<file path="config.mk">
export PLATFORM = sky130hd
export DESIGN_NAME = mm_skew_feeder_flat
export DESIGN_NICKNAME = d
export VERILOG_FILES = /design/src/rtl/mm_skew_feeder_if.sv /design/src/rtl/mm_skew_feeder.sv /design/src/flat_wrapper.sv
export SDC_FILE = /design/constraint.sdc
export NUM_CORES = 1
export LEC_CHECK = 0
export BUFFER_PORTS_ARGS = -buffer_cell sky130_fd_sc_hd__buf_2
export CAP_MARGIN = 30
export CORE_MARGIN = 2
export CORE_UTILIZATION = 53
export CTS_BUF_LIST = sky130_fd_sc_hd__clkbuf_2
export CTS_CLUSTER_DIAMETER = 150
export DETAILED_ROUTE_END_ITERATION = 16
export PLACE_DENSITY = 0.8
export SLEW_MARGIN = 20
export SYNTH_ARGS = -nofsm -noshare
export SYNTH_HDL_FRONTEND = slang
export SYNTH_SLANG_ARGS = --single-unit
</file>
<file path="constraint.sdc">
create_clock -name clk -period 1.5 [get_ports clk]
set_clock_uncertainty 0.2 [all_clocks]
set_input_delay 0.075 -clock clk [delete_from_list [all_inputs] [get_ports clk]]
set_output_delay 0.075 -clock clk [all_outputs]
set_load 0.01 [all_outputs]
</file>
<file path="src/rtl/mm_skew_feeder_if.sv">
// Beat bus for mm_skew_feeder: skewed lane outputs and the input handshake.
// The out_stall signal exists only when MM_FEEDER_STALL_EN is defined.
interface mm_skew_feeder_if #(
  parameter int N = 4,
  parameter int W = 8
);
  logic [N*W-1:0] in_data;
  logic           in_valid;
  logic           in_last;
  logic           in_ready;
  logic [N*W-1:0] out_data;
  logic [N-1:0]   out_valid;
  logic           busy;
  logic           done;
`ifdef MM_FEEDER_STALL_EN
  logic           out_stall;

  modport slave (
    input  in_data, in_valid, in_last, out_stall,
    output in_ready, out_data, out_valid, busy, done
  );
  modport master (
    output in_data, in_valid, in_last, out_stall,
    input  in_ready, out_data, out_valid, busy, done
  );
`else
  modport slave (
    input  in_data, in_valid, in_last,
    output in_ready, out_data, out_valid, busy, done
  );
  modport master (
    output in_data, in_valid, in_last,
    input  in_ready, out_data, out_valid, busy, done
  );
`endif
endinterface

</file>
<file path="src/rtl/mm_skew_feeder.sv">
// Skews one operand matrix into the systolic array: lane i delays each beat by i extra cycles.
// Optional output stall is enabled by defining MM_FEEDER_STALL_EN.
module mm_skew_feeder #(
  parameter int N = 4,
  parameter int W = 8
) (
  input  logic             clk,
  input  logic             reset,
  mm_skew_feeder_if.slave  bus
);
  localparam int CW = $clog2(N) + 1;

  localparam logic [1:0] ST_IDLE   = 2'd0;
  localparam logic [1:0] ST_STREAM = 2'd1;
  localparam logic [1:0] ST_FLUSH  = 2'd2;

  logic [1:0]     state_reg, state_next;
  logic [CW-1:0]  flush_cnt_reg, flush_cnt_next;
  logic           done_reg, done_next;
  logic           stall;
  logic           accept;
  logic [N*W-1:0] lane_data;
  logic [N-1:0]   lane_valid;

`ifdef MM_FEEDER_STALL_EN
  assign stall = bus.out_stall;
`else
  assign stall = 1'b0;
`endif

  assign bus.in_ready  = (state_reg != ST_FLUSH) && !stall;
  assign accept        = bus.in_valid && bus.in_ready;
  assign bus.busy      = (state_reg != ST_IDLE);
  assign bus.done      = done_reg;
  assign bus.out_data  = lane_data;
  assign bus.out_valid = lane_valid;

  // done is raised on the edge where lane N-1 receives the final beat.
  always_comb begin
    state_next     = state_reg;
    flush_cnt_next = flush_cnt_reg;
    done_next      = 1'b0;
    case (state_reg)
      ST_IDLE, ST_STREAM: begin
        if (accept) begin
          if (bus.in_last) begin
            if (N == 1) begin
              state_next = ST_IDLE;
              done_next  = 1'b1;
            end else begin
              state_next     = ST_FLUSH;
              flush_cnt_next = CW'(N - 1);
            end
          end else begin
            state_next = ST_STREAM;
          end
        end
      end
      ST_FLUSH: begin
        flush_cnt_next = flush_cnt_reg - CW'(1);
        if (flush_cnt_reg == CW'(1)) begin
          state_next = ST_IDLE;
          done_next  = 1'b1;
        end
      end
      default: state_next = ST_IDLE;
    endcase
  end

  always_ff @(posedge clk) begin
    if (reset) begin
      state_reg     <= ST_IDLE;
      flush_cnt_reg <= '0;
      done_reg      <= 1'b0;
    end else if (!stall) begin
      state_reg     <= state_next;
      flush_cnt_reg <= flush_cnt_next;
      done_reg      <= done_next;
    end
  end

  // Lane gi is a chain of gi+1 stages; non-accept cycles load a zero bubble.
  genvar gi;
  generate
    for (gi = 0; gi < N; gi++) begin : g_lane
      logic [W-1:0] data_reg  [0:gi];
      logic         valid_reg [0:gi];

      always_ff @(posedge clk) begin
        if (reset) begin
          for (int s = 0; s <= gi; s++) begin
            data_reg[s]  <= '0;
            valid_reg[s] <= 1'b0;
          end
        end else if (!stall) begin
          data_reg[0]  <= accept ? bus.in_data[gi*W +: W] : '0;
          valid_reg[0] <= accept;
          for (int s = 1; s <= gi; s++) begin
            data_reg[s]  <= data_reg[s-1];
            valid_reg[s] <= valid_reg[s-1];
          end
        end
      end

      assign lane_data[gi*W +: W] = data_reg[gi];
      assign lane_valid[gi]       = valid_reg[gi];
    end
  endgenerate
endmodule

</file>
<file path="src/flat_wrapper.sv">
// flat-port wrapper written by rule: the top's interface ports become plain ports
module mm_skew_feeder_flat 
#(
  parameter int N = 4,
  parameter int W = 8
)
  (clk, reset, bus_in_data, bus_in_valid, bus_in_last, bus_in_ready, bus_out_data, bus_out_valid, bus_busy, bus_done);
  mm_skew_feeder_if #(.N(N), .W(W)) bus_i ();
  input  logic clk;
  input  logic reset;
  input wire logic [$bits(bus_i.in_data)-1:0] bus_in_data;
  input wire logic [$bits(bus_i.in_valid)-1:0] bus_in_valid;
  input wire logic [$bits(bus_i.in_last)-1:0] bus_in_last;
  output wire logic [$bits(bus_i.in_ready)-1:0] bus_in_ready;
  output wire logic [$bits(bus_i.out_data)-1:0] bus_out_data;
  output wire logic [$bits(bus_i.out_valid)-1:0] bus_out_valid;
  output wire logic [$bits(bus_i.busy)-1:0] bus_busy;
  output wire logic [$bits(bus_i.done)-1:0] bus_done;
  assign bus_i.in_data = bus_in_data;
  assign bus_i.in_valid = bus_in_valid;
  assign bus_i.in_last = bus_in_last;
  assign bus_in_ready = bus_i.in_ready;
  assign bus_out_data = bus_i.out_data;
  assign bus_out_valid = bus_i.out_valid;
  assign bus_busy = bus_i.busy;
  assign bus_done = bus_i.done;
  mm_skew_feeder #(.N(N), .W(W)) u_core (.clk(clk), .reset(reset), .bus(bus_i));
endmodule
</file>
==> results.toml <==
[outcome]
violations = "setup timing"
outcome = "finished, violations left"

[power_and_ir_drop]
p_int_w = 0.00305
p_seq_frac = 0.628
vdd_drop_max_v = 0.000698
p_leak_nw = 1.60
clock_power_share = 0.289
power.density_nw_per_um2 = 1140
finalPower_w = 0.00398
swShare = 0.233
comb_power_share = 0.082
switching_power_w = 0.000926

[timing]
maxSlewHeadroom = 0.792
setup_violations = 1
rsz0062_at_grt = "yes"
min_period_ps = 1500
fin_tns_setup_ps = -2.46
finalMaxSlewViolations = 0
worst_pin_slew_ps = 304
fin_crit_sh = 1.00
setup_ws_ps = -2.46
hold_viol = 0
fmax_mhz = 666

[global_routing]
grt_pass1_wl_mm = 7.31
grt_pass1_vias = 1679
overflow = 0
grt_usage = 0.165
antenna_found_initial = 0
grt_max_degree = 48

[critical_path]
crit_end = "bus_busy"
startpoint = "u_core.state_reg[0]"
end_kind = "primary output"
r2r_cells = 5
worstPathRequired_ps = 1220
r2r-start = "u_core.state_reg[1]"
cp.arrival_ps = 1230
critPathKind = "reg -> out"
critPathLaunchType = "flop"
reg2reg_slack_ps = 70
path_max_fanout = 3
r2r-end = "u_core.g_lane[3].data_reg[0][2]"

[drt]
drc = 0
vias_per_cell = 4.12
firstDrtPassIters = 4
drtAntennaViolNets = 0
drt-met1-wl_mm = 1.69
wl_met2_mm = 2.21
met3_length_um = 233
top_layer = "met4"
first_iter_violations = 56
postRouteWirelength_mm = 4.34
wl_per_cell_um = 11.0
vias = 1624

[place]
place.gp.congestion = 0.762
place_area_um2 = 3010
portBuffers = 74

[clocking]
clkLatencyLatePin_ps = 520
clk_pin_slew_ps = 240
cts_tree = "built"
cts_max_level = 3
clkSinkCount = 90
cts_max_path_buffers = 2
cts_buffers = 9
root_buffer = "clkbuf_2"

[floorplan]
pin_count = 75
placementRows = 26
core_um2 = 5070
die_area_um2 = 5840
fp.dieW_um = 76.4
initial_core_util = 0.548
die_y_um = 76.4

[yosys]
synth_seq_cells = 90
ys_warn_count = 0
synth_top_cell_by_area = "dfxtp_1"
synth_seq_area_share = 0.648
synthDominantCellAreaShare = 0.648
synthFlopType = "dfxtp_1"
synth_fp_nets = 271
synth.most_common_cell = "dfxtp_1"
synthCells = 233
synth-async-reset-ratio = 0
synth_area_per_cell_um2 = 11.9
synthTopCellsByCount = "dfxtp_1, nor2b_1, buf_4, and2_1, and2_2"
synthTopCellsByArea = "dfxtp_1, nor2b_1, buf_4"
synth-edff-count = 0
yosys.cell_types.count = 23
syn_area_um2 = 2780

[cells_and_area]
antenna_cells = 0
nets = 357
drive_gt1_frac = 0.349
largest_reg_flops = 80
finalInstanceArea_um2 = 3500
syn_to_final_growth_pct = 25.7

[hold_path]
worstHoldPathType = "in -> reg"

[flow_run]
drv_cap = 0
==> area by class of cell <==
type                            instances  area (um^2)
Clock inverter                          7         67.6
Inverter                                3         11.3
Sequential cell                        90         1800
Multi-Input combinational cell        103          699
Clock buffer                            9         45.0
Tap cell                               70         87.6
Timing Repair Buffer                  112          781
Fill cell                             382         1580
==> power by group through the flow <==
stage	combinational (W)	clock (W)	sequential (W)
3_3_place_gp	0.000235	0	0.00254
4_1_cts	0.000324	0.00120	0.00250
5_1_grt	0.000360	0.00131	0.00251
3_5_place_dp	0.000242	0	0.00255
2_1_floorplan	0.000164	0	0.00255
6_report	0.000327	0.00115	0.00250
==> routing by layer <==
metal,global-route usage,vias to the layer above
met5,0,-
li1,-,854
met4,0.127,0
met3,0.0557,18
met2,0.284,52
met1,0.161,700
==> worst min path at each step <==
| stage | startpoint | end | slack [ps] | cells after the start |
|---|---|---|---|---|
| 2_1_floorplan | bus_in_valid | u_core.state_reg[0] | -10 | 1 |
| 3_3_place_gp | bus_in_data[11] | u_core.g_lane[1].data_reg[0][3] | 70 | 2 |
| 3_5_place_dp | bus_in_data[16] | u_core.g_lane[2].data_reg[0][0] | 80 | 2 |
| 4_1_cts | bus_in_data[22] | u_core.g_lane[2].data_reg[0][6] | 20 | 3 |
| 5_1_grt | bus_in_data[5] | u_core.g_lane[0].data_reg[0][5] | 20 | 3 |
| 6_report | bus_in_data[28] | u_core.g_lane[3].data_reg[0][4] | 70 | 3 |
==> metrics by stage <==
stage                     hold slack, ps   util  setup WS (ps)  instances
after global routing                15.4  0.689           -110        394
after detailed placement            78.0  0.593            157        342
after CTS                           17.8  0.689          -62.7        394
after global placement              72.9  0.593            178        342
final                               72.1  0.689          -2.46        394
after floorplan                    -12.1      -            204        233
==> cell families after synthesis <==
group	count (synthesis)	share of synthesized area
flops	90	0.648
fa+ha+maj	2	0.00900
compound gates	9	0.0229
simple gates	92	0.219
buf+inv	40	0.102
==> worst max-delay path: stages (launching register included) <==
cell     delay (ps)
dfxtp_2         390
or2_4           230
buf_6           120
==> timing repair <==
item / in CTS / in global routing
gates resized for setup: 5 / 0
hold buffers: 35 / 0
buffers inserted: 1 / 0
hold endpoints to repair: 90 / 0
setup endpoints to repair: 2 / 4
==> placed cells by master (no fill, tap or decap), drive strengths merged <==
| master | netlist | routed |
|---|---|---|
| a21oi | 4 | 4 |
| and2 | 32 | 32 |
| nor2 | 2 | 2 |
| dlygate4sd3 | 0 | 35 |
| a2111oi | 1 | 1 |
| clkbuf | 3 | 9 |
| a211oi | 1 | 1 |
| inv | 3 | 4 |
| dfxtp | 90 | 90 |
| buf | 34 | 77 |
| and3b | 1 | 1 |
| clkinv | 0 | 3 |
| clkinvlp | 0 | 2 |
| nor3 | 1 | 1 |
| nand2b | 1 | 1 |
| o21a | 3 | 3 |
| or2 | 2 | 2 |
| nor2b | 52 | 52 |
| ha | 2 | 2 |
| bufinv | 0 | 1 |
| nor3b | 1 | 1 |
(Power assumes the default switching activity.)
